<file path="src/rtl/cpu_seq_pkg.sv">
// Shared encodings for the instruction-cycle sequencer: FSM states and phase codes.
// Used by cpu_cycle_sequencer with or without CPU_SEQ_WDT_EN.
package cpu_seq_pkg;

   typedef enum logic [2:0] {
      ST_IDLE   = 3'd0,
      ST_FETCH  = 3'd1,
      ST_DECODE = 3'd2,
      ST_EXEC   = 3'd3,
      ST_WB     = 3'd4,
      ST_HALT   = 3'd5
   } state_t;

   localparam logic [1:0] PHASE_FETCH  = 2'd0;
   localparam logic [1:0] PHASE_DECODE = 2'd1;
   localparam logic [1:0] PHASE_EXEC   = 2'd2;
   localparam logic [1:0] PHASE_WB     = 2'd3;

endpackage

</file>
<file path="src/rtl/cpu_cycle_sequencer.sv">
// Instruction-cycle controller: paces FETCH/DECODE/EXEC/WB on timing_generator steps.
// Define CPU_SEQ_WDT_EN to add the stalled-step watchdog (wdt_fault); otherwise it is tied 0.
//
// state  | meaning
// IDLE   | stopped, waiting for start; tg_en low
// FETCH  | mem_rd high; step loads IR and bumps PC
// DECODE | opcode valid; step latches it and picks HALT / FETCH (NOP) / EXEC
// EXEC   | alu_go per step; 1 step short op, EXEC_CYC steps long op
// WB     | step writes accumulator and closes the instruction boundary
// HALT   | stopped by HLT, halt request or watchdog; start resumes at FETCH
module cpu_cycle_sequencer
   import cpu_seq_pkg::*;
#(
   parameter int OPC_W     = 4,
   parameter int EXEC_CYC  = 2,
   parameter int CNT_W     = 8,
   parameter int WDT_LIMIT = 16
) (
   input  logic             clk,
   input  logic             rst_n,
   input  logic             start,
   input  logic             halt_req,
   input  logic             single_step,
   input  logic             step,
   input  logic [OPC_W-1:0] opcode,
   output logic             tg_en,
   output logic [1:0]       phase,
   output logic             mem_rd,
   output logic             ir_load,
   output logic             pc_inc,
   output logic             alu_go,
   output logic             acc_we,
   output logic             running,
   output logic             halted,
   output logic [CNT_W-1:0] instr_cnt,
   output logic             wdt_fault
);

   localparam logic [OPC_W-1:0] OPC_NOP = '0;
   localparam logic [OPC_W-1:0] OPC_HLT = '1;

   if (EXEC_CYC < 1 || EXEC_CYC > 15 || WDT_LIMIT < 1) begin : g_bad_param
      $error("cpu_cycle_sequencer: EXEC_CYC must be 1..15 and WDT_LIMIT >= 1");
   end

   state_t           state, state_nxt;
   logic             halt_pend;
   logic [3:0]       exec_cnt;
   logic [OPC_W-1:0] op_q;
   logic             retire;
   logic             exec_done;
   logic             halt_now;
   logic             wdt_trip;

`ifdef CPU_SEQ_WDT_EN
   localparam int WDT_W = $clog2(WDT_LIMIT + 1);
   logic [WDT_W-1:0] wdt_cnt;
   logic             wdt_fault_q;

   assign wdt_trip  = running && !step && (wdt_cnt == WDT_W'(WDT_LIMIT - 1));
   assign wdt_fault = wdt_fault_q;
`else
   assign wdt_trip  = 1'b0;
   assign wdt_fault = 1'b0;
`endif

   // A request arriving on the boundary clock itself is honoured immediately.
   assign halt_now  = halt_pend | halt_req;
   assign exec_done = op_q[OPC_W-1] ? (exec_cnt == 4'(EXEC_CYC - 1)) : 1'b1;

   assign running = (state == ST_FETCH) || (state == ST_DECODE) ||
                    (state == ST_EXEC)  || (state == ST_WB);
   assign halted  = (state == ST_HALT);
   assign tg_en   = running;
   assign mem_rd  = (state == ST_FETCH);
   assign ir_load = step && (state == ST_FETCH);
   assign pc_inc  = step && (state == ST_FETCH);
   assign alu_go  = step && (state == ST_EXEC);
   assign acc_we  = step && (state == ST_WB) && (op_q != OPC_NOP);

   always_comb begin
      phase = PHASE_FETCH;
      case (state)
         ST_DECODE: phase = PHASE_DECODE;
         ST_EXEC:   phase = PHASE_EXEC;
         ST_WB:     phase = PHASE_WB;
         default:   phase = PHASE_FETCH;
      endcase
   end

   always_comb begin
      state_nxt = state;
      retire    = 1'b0;
      case (state)
         ST_IDLE, ST_HALT: begin
            if (start) state_nxt = halt_req ? ST_HALT : ST_FETCH;
         end
         ST_FETCH: begin
            if (step) state_nxt = ST_DECODE;
         end
         ST_DECODE: begin
            if (step) begin
               if (opcode == OPC_HLT) begin
                  state_nxt = ST_HALT;
               end else if (opcode == OPC_NOP) begin
                  retire    = 1'b1;
                  state_nxt = halt_now ? ST_HALT : ST_FETCH;
               end else begin
                  state_nxt = ST_EXEC;
               end
            end
         end
         ST_EXEC: begin
            if (step && exec_done) state_nxt = ST_WB;
         end
         ST_WB: begin
            if (step) begin
               retire = 1'b1;
               if (halt_now)         state_nxt = ST_HALT;
               else if (single_step) state_nxt = ST_IDLE;
               else                  state_nxt = ST_FETCH;
            end
         end
         default: state_nxt = ST_IDLE;
      endcase
      if (wdt_trip) state_nxt = ST_HALT;
   end

   always_ff @(posedge clk or negedge rst_n) begin
      if (!rst_n) state <= ST_IDLE;
      else        state <= state_nxt;
   end

   always_ff @(posedge clk or negedge rst_n) begin
      if (!rst_n) begin
         halt_pend <= 1'b0;
         exec_cnt  <= '0;
         op_q      <= '0;
         instr_cnt <= '0;
`ifdef CPU_SEQ_WDT_EN
         wdt_cnt     <= '0;
         wdt_fault_q <= 1'b0;
`endif
      end else begin
         if (state_nxt == ST_HALT) halt_pend <= 1'b0;
         else if (halt_req)        halt_pend <= 1'b1;

         if (state != ST_EXEC)  exec_cnt <= '0;
         else if (step)         exec_cnt <= exec_done ? 4'd0 : exec_cnt + 4'd1;

         if (state == ST_DECODE && step) op_q <= opcode;
         if (retire) instr_cnt <= instr_cnt + 1'b1;
`ifdef CPU_SEQ_WDT_EN
         if (!running || step) wdt_cnt <= '0;
         else                  wdt_cnt <= wdt_cnt + 1'b1;
         if (wdt_trip) wdt_fault_q <= 1'b1;
`endif
      end
   end

endmodule

</file>
<file path="config.mk">
export PLATFORM = sky130hd
export DESIGN_NAME = cpu_cycle_sequencer
export DESIGN_NICKNAME = d
export VERILOG_FILES = /design/src/rtl/cpu_seq_pkg.sv /design/src/rtl/cpu_cycle_sequencer.sv
export SDC_FILE = /design/constraint.sdc
export NUM_CORES = 1
export LEC_CHECK = 0
export ABC_CLOCK_PERIOD_IN_PS = 2200
export BUFFER_PORTS_ARGS = -buffer_cell sky130_fd_sc_hd__buf_2
export CAP_MARGIN = 10
export CORE_MARGIN = 2
export CORE_UTILIZATION = 42
export CTS_CLUSTER_SIZE = 25
export DETAILED_ROUTE_END_ITERATION = 10
export PLACE_DENSITY = 0.77
export SLEW_MARGIN = 10
export SYNTH_ARGS = -nofsm -noshare
export SYNTH_HDL_FRONTEND = slang
export SYNTH_SLANG_ARGS = --single-unit
</file>
<file path="constraint.sdc">
create_clock -name clk -period 2.2 [get_ports clk]
set_input_delay 0.44 -clock clk [delete_from_list [all_inputs] [get_ports clk]]
set_output_delay 0.44 -clock clk [all_outputs]
set_load 0.02 [all_outputs]
</file>
==> results of run 1 <==
[cells in the mapped netlist (all sizes together)]
cell type  number
a211oi          2
mux2            5
conb            1
a21boi          1
mux2i           1
a2111oi         1
a211o           1
dfrtp          20
o22ai           1
buf             5
inv             4
nor2            7
or4             1
or3b            1
or4b            1
nand4           2
o2bb2ai         1
o211ai          1
a41o            1
a21o            2
xor2            6
a21oi           4
nand3b          1
nand3           6
a22oi           1
o21a            1
ha              3
and2            1
o21ai           6
nor2b           1
clkbuf          4
nor3            5
nand2b          3
xnor2           3
nor4            4
nor3b           1
nand2          10
o21ba           1
[logic make-up (layout without fill, tap and decap cells)]
logic type / count (synthesis) / after routing / share of synthesized area
xor+xnor: 9 / 9 / 0.0669
buf+inv: 13 / 35 / 0.0531
other cells: 1 / 1 / 0.00318
flops: 20 / 20 / 0.425
simple gates: 44 / 44 / 0.220
compound gates: 24 / 24 / 0.144
mux: 6 / 6 / 0.0563
fa+ha+maj: 3 / 3 / 0.0319
[stage by stage]
stage	hold WS, ns	setup WS, ns	utilization	instances	area (um2)
6_report	0.0726	0.177	0.498	173	1350
5_1_grt	0.0901	0.00182	0.498	173	1350
4_1_cts	0.0815	0.135	0.497	173	1350
3_5_place_dp	0.408	0.260	0.483	169	1310
3_3_place_gp	0.405	0.334	0.483	169	1310
2_1_floorplan	0.144	0.133	-	120	1180
[flip-flops by register name, summed over array words and instances (netlist names)]
signal and count:
halt_pend 1, exec_cnt 4, instr_cnt 8, op_q 4
state 3
[metal layers]
layer	vias to the layer above	global-route usage	routed length (um)
met5	-	0	0
met4	0	0.0498	40
met3	7	0.0249	103
met2	29	0.263	1140
met1	470	0.199	1010
li1	469	-	-
[critical path, stage by stage, from the launching register on]
cell and delay (ns):
dfrtp_1 0.52, nand2b_1 0.34, nor3_1 0.24, buf_2 0.19
[where the power goes]
part           internal [mW]  total (mW)  leakage, nW  switching [mW]
logic                  0.324       0.800        0.357           0.476
clock network          0.101       0.207       0.0210           0.106
registers              0.482       0.651        0.246           0.169
[final cells by class]
type / instances / area (um2) / share of cell area
inverters: 4 / 15.0 / 0.0111
repair buffers: 27 / 135 / 0.100
well taps: 31 / 38.8 / 0.0288
multi-input cells: 87 / 623 / 0.462
clock buffers: 4 / 36.3 / 0.0269
flip-flops and latches: 20 / 500 / 0.371
[how the worst max path moves through the flow]
stage / startpoint / endpoint / cells past startpoint / slack [ns]
after floorplan: state[0] / pc_inc / 5 / 0.13
after global placement: opcode[1] / instr_cnt[1] / 5 / 0.33
after detailed placement: opcode[1] / instr_cnt[1] / 5 / 0.26
after CTS: state[0] / acc_we / 3 / 0.13
after global routing: state[0] / pc_inc / 4 / 0.002
final: state[1] / acc_we / 3 / 0.18
[timing repair]
item / 4_1_cts / 5_1_grt
setup endpoints to repair: 0 / 1
resized for setup: 0 / 1
hold buffers: 0 / 0
==> impl_table.tex, run 1 <==
\begin{tabular}{lr}
\hline
Metric & Value \\
\hline
\multicolumn{2}{l}{\textbf{Power and ir drop}} \\
\quad Total Power Consumption & $\sim$1.7 mW \\
\quad Worst supply voltage drop on vdd & between 0.0006 and 0.0007 V \\
\quad P\_leak & around 0.62 nW \\
\quad Power density over the cells & approximately 1200 nW/um2 \\
\multicolumn{2}{l}{\textbf{STA}} \\
\quad Finish-stage setup viols & 0 \\
\quad Transition time at the pin with the least slew margin & between 0.4 and 0.5 ns \\
\quad Final TNS setup & 0 ns \\
\quad Period utilisation layout & 0.920 \\
\quad Worst slew margin & 0.675 \\
\quad Count of endpoints failing hold in the final timing report & 0 \\
\quad Clock Skew & around 0.0018 ns \\
\quad Maximum clock frequency & a little under 500 MHz \\
\quad Setup repair after global routing missed its margin & false \\
\quad Min cycle time layout & about 2 ns \\
\quad Total count of max-transition violations in the final report & 0 \\
\multicolumn{2}{l}{\textbf{Logic synthesis}} \\
\quad Cell types occupying the most area after synthesis & dfrtp\_1 (42\%), xor2\_1 (4.5\%), mux2\_2 (3.8\%) \\
\quad Cell taking the most area after synthesis & dfrtp\_1 \\
\quad Count of warnings emitted by yosys & 0 \\
\quad Area share of the largest cell type after synthesis & 0.425 \\
\quad Number of instances in the synthesized netlist & between 100 and 150 \\
\quad Seq/Total Area, Yosys & 0.425 \\
\quad Post-synthesis area per instance & $\sim$9.8 um2 \\
\quad Number of different library cells in the post-synthesis netlist & 42 \\
\quad Netlist Area Pre-Place & 1180 um2 \\
\quad Net count of the mapped netlist & about 130 \\
\quad Count of state elements after synthesis & 20 \\
\multicolumn{2}{l}{\textbf{Detailed routing}} \\
\quad Total DRC errors in the routed layout & 0 \\
\quad WL final & roughly 2.3 mm \\
\quad Count of antenna-violating nets left after detailed routing & 0 \\
\quad Number of iterations in the first detailed-routing pass & 4 \\
\quad Average routed wire per standard cell & around 13 um \\
\quad Iteration-0 DRC Markers & 36 \\
\quad Vias per cell & approximately 5.6 \\
\quad Count of vias placed by the detailed router & between 900 and 1000 \\
\multicolumn{2}{l}{\textbf{Worst hold path}} \\
\quad Hold crit path type & input port to async pin \\
\multicolumn{2}{l}{\textbf{Final layout}} \\
\quad Commonest non-fill, non-tap cells in the layout & buf\_2 (27), dfrtp\_1 (20), nand2\_1 (10), nor2\_1 (7) \\
\quad Filler cell count & 260 \\
\quad Post-synthesis to final-layout area growth & 14.4\% \\
\quad Final Net Count & between 150 and 200 \\
\quad Most common library cell in the layout ignoring fill and taps & buf\_2 \\
\quad Fraction of layout instances using a drive strength above 1 & 0.317 \\
\quad Diodes inserted & 0 \\
\multicolumn{2}{l}{\textbf{Setup path}} \\
\quad Flop2flop setup slack & between 0.4 and 0.5 ns \\
\quad Worst Setup End Kind & output pin \\
\quad Arrival time reported for the critical path endpoint & between 1.5 and 2 ns \\
\quad Startpoint of the worst-slack reg-to-reg timing path & exec\_cnt[0] \\
\quad Worst r2r dst & exec\_cnt[2] \\
\quad Number of cells traversed by the worst register-to-register path & 5 \\
\quad Worst path required time & 1.76 ns \\
\quad Worst setup path category & register to output pin \\
\quad Critical path peak fanout & 10 \\
\quad Startpoint class of the critical path & register \\
\multicolumn{2}{l}{\textbf{Flow run}} \\
\quad Number of maximum-capacitance constraint violations & 0 \\
\multicolumn{2}{l}{\textbf{Clock network}} \\
\quad CTS HTree Levels & 1 \\
\quad Number of buffers added by the clock tree synthesis step & 3 \\
\quad Buffer depth of the longest clock path & 2 \\
\quad Number of clock sinks & 20 \\
\quad Number of setup buffers added after CTS & 0 \\
\quad Library cell used as clock root buffer & clkbuf\_4 \\
\quad Latest clock arrival within the worst-skew pair & 0.29 ns \\
\quad Clock transition time at the flip-flop clock pins of the worst setup and hold paths & 0.11 ns \\
\quad Clock tree from TritonCTS & built \\
\multicolumn{2}{l}{\textbf{Floorplan}} \\
\quad I/O pin count & 29 \\
\quad Die boundary height & $\sim$57 um \\
\quad Floorplan die area & between 3000 and 4000 um2 \\
\quad Initial core utilization & 0.435 \\
\quad Row count & 19 \\
\quad Core outline area & 2710 um2 \\
\quad Die span in x & between 50 and 60 um \\
\multicolumn{2}{l}{\textbf{Placement}} \\
\quad Port buffer count & 27 \\
\quad Detailed Place HPWL & $\sim$1.8 mm \\
\quad Routability cong. & about 0.86 \\
\multicolumn{2}{l}{\textbf{Global route}} \\
\quad Maximum number of pins on one net before global-route repair & 21 \\
\quad Via count of the first global-routing pass & 935 \\
\quad Antenna violations before repair & 0 \\
\quad Global-route usage over all layers & 0.153 \\
\quad First-pass GRT wire length & roughly 4 mm \\
\quad Total gr overflow & 0 \\
\multicolumn{2}{l}{\textbf{Run status}} \\
\quad Result of the run & complete, no violations \\
\hline
\end{tabular}
(Power assumes the default switching activity.)
==> inputs of run 2 (changes only) <==
--- a/config.mk
+++ b/config.mk
@@ -5,6 +5,7 @@
 export SDC_FILE = /design/constraint.sdc
 export NUM_CORES = 1
 export LEC_CHECK = 0
+export ABC_AREA = 1
 export ABC_CLOCK_PERIOD_IN_PS = 2200
 export BUFFER_PORTS_ARGS = -buffer_cell sky130_fd_sc_hd__buf_2
 export CAP_MARGIN = 10
==> run 2 against run 1 <==
- sequential power grew 1%
- clock power grew 44%
- count of clock-buffer cells in the layout shrank 1
- design area grew 5.2%
- global-route usage shrank 0.75 points
- sequential cell count is the same
- via count grew 8.9%
- hold slack lost 0.014 ns
- highest routed layer unchanged
- combinational power grew 17%
- largest cell class unchanged
==> impl_table.tex, run 2 <==
\begin{tabular}{lr}
\hline
Metric & Value \\
\hline
\multicolumn{2}{l}{\textbf{Run status}} \\
\quad Result of the run & complete, no violations \\
\multicolumn{2}{l}{\textbf{Placement}} \\
\quad Port buffer count & 27 \\
\quad Routability cong. & 0.883 \\
\quad Setup slack at placement & between 0.4 and 0.5 ns \\
\quad Detailed Place HPWL & 1.83 mm \\
\multicolumn{2}{l}{\textbf{Logic synthesis}} \\
\quad Top cell types by occurrence after synthesis & nand2\_1 (50), inv\_1 (24), dfrtp\_1 (20) \\
\quad Arithmetic-cell share of the synthesized area counting full adders, half adders and majority gates & 0.0305 \\
\quad Number of enable-type register cells in the synthesized netlist & 0 \\
\quad Cell types occupying the most area after synthesis & dfrtp\_1 (41\%), nand2\_1 (15\%), inv\_1 (7.3\%) \\
\quad Synth Area in Simple Gates & 0.318 \\
\quad Count of warnings emitted by yosys & 0 \\
\quad Post-synthesis area per instance & roughly 7.6 um2 \\
\quad Seq/Total Area, Yosys & 0.406 \\
\quad Synth Area in XOR/XNOR & 0.0640 \\
\quad Most common flop cell mapped by yosys & dfrtp\_1 \\
\quad Net count of the mapped netlist & approximately 180 \\
\quad Multiplexer share of the synthesized area & 0 \\
\quad Largest family of logic cells by synthesized area & simple AND/OR/NAND/NOR gates \\
\quad Number of different library cells in the post-synthesis netlist & 26 \\
\quad Number of instances in the synthesized netlist & roughly 160 \\
\quad Netlist Area Pre-Place & roughly 1200 um2 \\
\quad Area share of the largest cell type after synthesis & 0.406 \\
\quad Count leader, synth & nand2\_1 \\
\quad Proportion of register bits with asynchronous set or reset after synthesis & 1.00 \\
\quad Cell taking the most area after synthesis & dfrtp\_1 \\
\quad Synthesized-area fraction occupied by ao, oa, aoi and oai cells & 0.0660 \\
\quad Count of state elements after synthesis & 20 \\
\multicolumn{2}{l}{\textbf{Detailed routing}} \\
\quad Total DRC errors in the routed layout & 0 \\
\quad Number of iterations in the first detailed-routing pass & 4 \\
\quad Vias per cell & $\sim$4.8 \\
\quad Iteration-0 DRC Markers & between 40 and 50 \\
\quad Count of antenna-violating nets left after detailed routing & 0 \\
\quad WL final & 2.29 mm \\
\quad Count of vias placed by the detailed router & 1062 \\
\quad Average routed wire per standard cell & 10.5 um \\
\multicolumn{2}{l}{\textbf{Setup path}} \\
\quad Arrival time reported for the critical path endpoint & between 1.5 and 2 ns \\
\quad Startpoint class of the critical path & register \\
\quad Worst Setup End Kind & output pin \\
\quad Worst r2r dst & instr\_cnt[4] \\
\quad Critical path peak fanout & 6 \\
\quad Number of cells traversed by the worst register-to-register path & 7 \\
\quad Worst setup path category & register to output pin \\
\quad Flop2flop setup slack & 0.54 ns \\
\quad Startpoint of the worst-slack reg-to-reg timing path & state[0] \\
\quad Worst path required time & around 1.8 ns \\
\quad Critical path launch point & state[1] \\
\quad Destination of the critical timing path & running \\
\multicolumn{2}{l}{\textbf{Worst hold path}} \\
\quad Hold crit path type & input port to async pin \\
\multicolumn{2}{l}{\textbf{Final layout}} \\
\quad Diodes inserted & 0 \\
\quad Largest registers & instr\_cnt: 8 flops, exec\_cnt: 4 flops, op\_q: 4 flops \\
\quad Post-synthesis to final-layout area growth & 15.1\% \\
\quad Top register by number of flip-flops & instr\_cnt \\
\quad Most common library cell in the layout ignoring fill and taps & nand2\_1 \\
\quad Max FFs per register & 8 \\
\quad Final core occ & 0.510 \\
\quad Fraction of layout instances using a drive strength above 1 & 0.245 \\
\quad Commonest non-fill, non-tap cells in the layout & nand2\_1 (50), buf\_2 (27), inv\_1 (24), dfrtp\_1 (19), nand3\_1 (13) \\
\quad Final Net Count & 202 \\
\multicolumn{2}{l}{\textbf{Global route}} \\
\quad Via count of the first global-routing pass & approximately 880 \\
\quad Maximum number of pins on one net before global-route repair & 21 \\
\quad Total gr overflow & 0 \\
\quad First-pass GRT wire length & roughly 3.8 mm \\
\quad Antenna violations before repair & 0 \\
\quad Global-route usage over all layers & 0.146 \\
\multicolumn{2}{l}{\textbf{STA}} \\
\quad Final setup slack of the worst path & roughly 0.11 ns \\
\quad Total count of max-transition violations in the final report & 0 \\
\quad Finish-stage setup viols & 0 \\
\quad Maximum clock frequency & 477 MHz \\
\quad Final TNS setup & 0 ns \\
\quad Setup repair after global routing missed its margin & false \\
\quad Min cycle time layout & about 2.1 ns \\
\quad Count of endpoints failing hold in the final timing report & 0 \\
\quad Clock Skew & just over 0.006 ns \\
\quad Period utilisation layout & 0.952 \\
\quad Worst-case hold slack & between 0.05 and 0.06 ns \\
\multicolumn{2}{l}{\textbf{Clock network}} \\
\quad Cts hold-fix bufs & 0 \\
\quad CTS HTree Levels & 1 \\
\quad Buffer depth of the longest clock path & 2 \\
\quad Number of buffers added by the clock tree synthesis step & 3 \\
\quad Number of clock sinks & 20 \\
\quad Latest clock arrival within the worst-skew pair & roughly 0.30 ns \\
\quad Clock tree from TritonCTS & built \\
\quad Clock transition time at the flip-flop clock pins of the worst setup and hold paths & roughly 0.12 ns \\
\quad Library cell used as clock root buffer & clkbuf\_4 \\
\multicolumn{2}{l}{\textbf{Floorplan}} \\
\quad Floorplan die area & between 3000 and 4000 um2 \\
\quad Die span in x & between 50 and 60 um \\
\quad Row count & 19 \\
\quad Die boundary height & slightly below 60 um \\
\quad Initial core utilization & 0.443 \\
\quad I/O pin count & 29 \\
\quad Core outline area & 2780 um2 \\
\multicolumn{2}{l}{\textbf{Power and ir drop}} \\
\quad Power density over the cells & roughly 1300 nW/um2 \\
\quad Worst supply voltage drop on vdd & 0.000994 V \\
\quad P\_leak & $\sim$0.77 nW \\
\multicolumn{2}{l}{\textbf{Flow run}} \\
\quad Number of maximum-capacitance constraint violations & 0 \\
\hline
\end{tabular}
## run 2: cell types whose count changed after synthesis, moves of 3 or more
cell	before	now
nand2_1	10	50
clkbuf_1	4	0
o21ai_2	0	3
mux2_2	4	0
nor2_2	0	3
inv_1	4	24
nor4_2	3	0
o21ai_0	6	2
nand3_1	6	13
## run 2: worst min path at each step
stage,from,slack (ns),endpoint
floorplan,rst_n,0.14,exec_cnt[0]
global placement,rst_n,0.41,op_q[2]
detailed placement,rst_n,0.41,op_q[0]
CTS,rst_n,0.06,instr_cnt[0]
global route,rst_n,0.08,instr_cnt[0]
finish,rst_n,0.06,halt_pend
## run 2: per-layer routing
| layer | global-route usage | routed length, um |
|---|---|---|
| met1 | 0.212 | 1140 |
| met2 | 0.219 | 1020 |
| met3 | 0.0134 | 106 |
| met4 | 0.0698 | 29 |
| met5 | 0 | 0 |
## run 2: repair_timing
item | in CTS | in global routing
setup endpoints to repair | 0 | 1
gates resized for setup | 0 | 1
buffers inserted | 0 | 0
## run 2: kinds of logic (layout without fill, tap and decap cells)
group           Yosys count  in the layout
simple gates             87             87
fa+ha+maj                 3              3
flops                    20             20
other cells               1              1
xor+xnor                  9              9
buf+inv                  31             57
compound gates           11             11
## run 2: worst max-delay path: stages, from the launching register on
cell     delay (ns)
dfrtp_1        0.46
nand2_1        0.11
nor2_2         0.05
inv_1          0.09
nand2_1        0.06
or3_2          0.41
buf_2          0.17
## run 2: stage by stage
| step | instance area [um2] | power (mW) | cells |
|---|---|---|---|
| 3_3_place_gp | 1370 | 1.59 | 215 |
| 4_1_cts | 1420 | 1.91 | 219 |
| 3_5_place_dp | 1370 | 1.61 | 215 |
| 5_1_grt | 1420 | 2.04 | 219 |
| 6_report | 1420 | 1.89 | 219 |
| 2_1_floorplan | 1230 | 1.37 | 162 |
## run 2: layout make-up
| class | instances | area, um2 |
|---|---|---|
| fill | 277 | 1360 |
| multi-input combinational | 111 | 593 |
| sequential | 20 | 502 |
| timing repair buffer | 27 | 135 |
| inverter | 26 | 97.6 |
| tap | 31 | 38.8 |
| clock inverter | 1 | 30.0 |
| clock buffer | 3 | 22.5 |
## run 2: where the power goes
| group | total (mW) | internal (mW) | switching, mW |
|---|---|---|---|
| Combinational | 0.934 | 0.327 | 0.607 |
| Sequential | 0.659 | 0.514 | 0.145 |
| Clock | 0.298 | 0.184 | 0.113 |
==> inputs of run 3 (changes only) <==
--- a/config.mk
+++ b/config.mk
@@ -13,7 +13,6 @@
 export CORE_UTILIZATION = 42
 export CTS_CLUSTER_SIZE = 25
 export DETAILED_ROUTE_END_ITERATION = 10
-export PLACE_DENSITY = 0.77
 export SLEW_MARGIN = 10
 export SYNTH_ARGS = -nofsm -noshare
 export SYNTH_HDL_FRONTEND = slang
==> run 3 against run 2 <==
- via count rose by 0.19%
- hold slack improved by 0.021 ns
- global-route usage up 2.7 points
- non-clock buffer count unchanged
- sequential share of layout area up 0.41 points
- worst setup slack improved by 0.0085 ns
- critical endpoint unchanged
- largest cell class unchanged
==> impl_table.tex, run 3 (synthesized netlist as in run 2, its figures left out) <==
\begin{tabular}{lr}
\hline
Metric & Value \\
\hline
\multicolumn{2}{l}{\textbf{Run status}} \\
\quad Result of the run & complete, no violations \\
\multicolumn{2}{l}{\textbf{Setup path}} \\
\quad Startpoint of the worst-slack reg-to-reg timing path & state[0] \\
\quad Worst path required time & 1.76 ns \\
\quad Worst setup path category & register to output pin \\
\quad Critical path peak fanout & 6 \\
\quad Number of cells traversed by the worst register-to-register path & 7 \\
\quad Critical path launch point & state[1] \\
\quad Startpoint class of the critical path & register \\
\quad Arrival time reported for the critical path endpoint & 1.65 ns \\
\quad Worst Setup End Kind & output pin \\
\multicolumn{2}{l}{\textbf{Floorplan}} \\
\quad Die boundary height & 58.2 um \\
\quad Row count & 19 \\
\quad Core outline area & between 2000 and 3000 um2 \\
\quad Floorplan die area & between 3000 and 4000 um2 \\
\quad Die span in x & between 50 and 60 um \\
\quad I/O pin count & 29 \\
\quad Initial core utilization & 0.443 \\
\multicolumn{2}{l}{\textbf{Detailed routing}} \\
\quad Average routed wire per standard cell & 11.3 um \\
\quad Vias per cell & between 4 and 5 \\
\quad WL final & 2.47 mm \\
\quad Total DRC errors in the routed layout & 0 \\
\quad Count of antenna-violating nets left after detailed routing & 0 \\
\quad Count of vias placed by the detailed router & approximately 1100 \\
\quad Iteration-0 DRC Markers & 36 \\
\quad Number of iterations in the first detailed-routing pass & 4 \\
\multicolumn{2}{l}{\textbf{Placement}} \\
\quad Routability cong. & 0.968 \\
\quad Placed Area & 1370 um2 \\
\quad Detailed Place HPWL & about 2.0 mm \\
\quad Port buffer count & 27 \\
\multicolumn{2}{l}{\textbf{Worst hold path}} \\
\quad Hold crit path type & input port to async pin \\
\multicolumn{2}{l}{\textbf{Clock network}} \\
\quad Clock transition time at the flip-flop clock pins of the worst setup and hold paths & around 0.11 ns \\
\quad Number of clock sinks & 20 \\
\quad Library cell used as clock root buffer & clkbuf\_4 \\
\quad Clock tree from TritonCTS & built \\
\quad CTS HTree Levels & 1 \\
\quad Cts hold-fix bufs & 0 \\
\quad Number of buffers added by the clock tree synthesis step & 3 \\
\quad Post-CTS sizing & 0 \\
\quad Number of setup buffers added after CTS & 0 \\
\quad Buffer depth of the longest clock path & 2 \\
\quad Latest clock arrival within the worst-skew pair & slightly below 0.3 ns \\
\multicolumn{2}{l}{\textbf{STA}} \\
\quad Finish-stage setup viols & 0 \\
\quad Count of endpoints failing hold in the final timing report & 0 \\
\quad Setup repair after global routing missed its margin & false \\
\quad Maximum clock frequency & 479 MHz \\
\quad Total count of max-transition violations in the final report & 0 \\
\quad Period utilisation layout & 0.948 \\
\quad Clock Skew & between 0.005 and 0.006 ns \\
\quad Final TNS setup & 0 ns \\
\quad Min cycle time layout & around 2.1 ns \\
\multicolumn{2}{l}{\textbf{Power and ir drop}} \\
\quad Worst supply voltage drop on vdd & about 0.00086 V \\
\quad P\_leak & approximately 0.77 nW \\
\quad Power density over the cells & between 1000 and 1500 nW/um2 \\
\quad Total Power Consumption & 1.81 mW \\
\multicolumn{2}{l}{\textbf{Flow run}} \\
\quad Number of maximum-capacitance constraint violations & 0 \\
\multicolumn{2}{l}{\textbf{Final layout}} \\
\quad Max FFs per register & 8 \\
\quad Final non-filler cell area & between 1000 and 1500 um2 \\
\quad Post-synthesis to final-layout area growth & 13.8\% \\
\quad Fraction of layout instances using a drive strength above 1 & 0.245 \\
\quad Top register by number of flip-flops & instr\_cnt \\
\quad Most common library cell in the layout ignoring fill and taps & nand2\_1 \\
\quad Final core occ & 0.504 \\
\quad Commonest non-fill, non-tap cells in the layout & nand2\_1 (50), buf\_2 (27), inv\_1 (24), dfrtp\_1 (19), nand3\_1 (13) \\
\quad Final Net Count & 202 \\
\quad Diodes inserted & 0 \\
\quad Largest registers & instr\_cnt: 8 flops, exec\_cnt: 4 flops, op\_q: 4 flops \\
\multicolumn{2}{l}{\textbf{Global route}} \\
\quad Via count of the first global-routing pass & between 1000 and 1500 \\
\quad Total gr overflow & 0 \\
\quad Antenna violations before repair & 0 \\
\quad Maximum number of pins on one net before global-route repair & 21 \\
\quad First-pass GRT wire length & approximately 4.5 mm \\
\quad Global-route usage over all layers & 0.173 \\
\hline
\end{tabular}
-- run 3: cell count changes in the layout (fill, tap and decap cells not counted), sizes merged --
| cell | change |
|---|---|
| bufinv | -1 |
| clkbuf | +1 |
-- run 3: worst max-delay path, cell delays in order, from the launching register on --
cell and delay [ns]:
dfrtp_1 0.45, nand2_1 0.11, nor2_2 0.05, inv_1 0.09, nand2_1 0.06, or3_2 0.41, buf_2 0.17
-- run 3: where the power goes --
group	switching, mW	internal, mW
registers	0.140	0.514
clock network	0.108	0.101
logic	0.624	0.327
-- run 3: layer usage --
layer  GRT usage  part of all wire  wire, um  vias up
li1            -                 -         -      555
met1       0.222              0.48      1200      480
met2       0.294              0.46      1140       27
met3      0.0268             0.047       116        2
met4      0.0598            0.0073        18        0
met5           0                 0         0        -
-- run 3: final cells by class --
cell class,count,area [um2]
Fill cell,280,1380
Multi-Input combinational cell,111,593
Sequential cell,20,502
Timing Repair Buffer,27,135
Inverter,26,97.6
Tap cell,31,38.8
Clock buffer,4,36.3
-- run 3: per-stage QoR --
step / hold WS [ns] / instances / worst slack [ns]
after detailed placement: 0.418 / 215 / 0.437
after global placement: 0.411 / 215 / 0.462
after global routing: 0.0877 / 219 / 0.00456
after CTS: 0.0775 / 219 / 0.0892
final: 0.0802 / 219 / 0.114
after floorplan: 0.144 / 162 / 0.253
-- run 3: path summary, 6_finish.rpt --
path,end,slack (ns)
worst max-delay path,running,0.11
max in group asynchronous,state[2],1.78
worst max register to register,instr_cnt[4],0.56
min in group clk,op_q[2],0.38
worst min-delay path,exec_cnt[1],0.08
worst min register to register,op_q[0],0.49
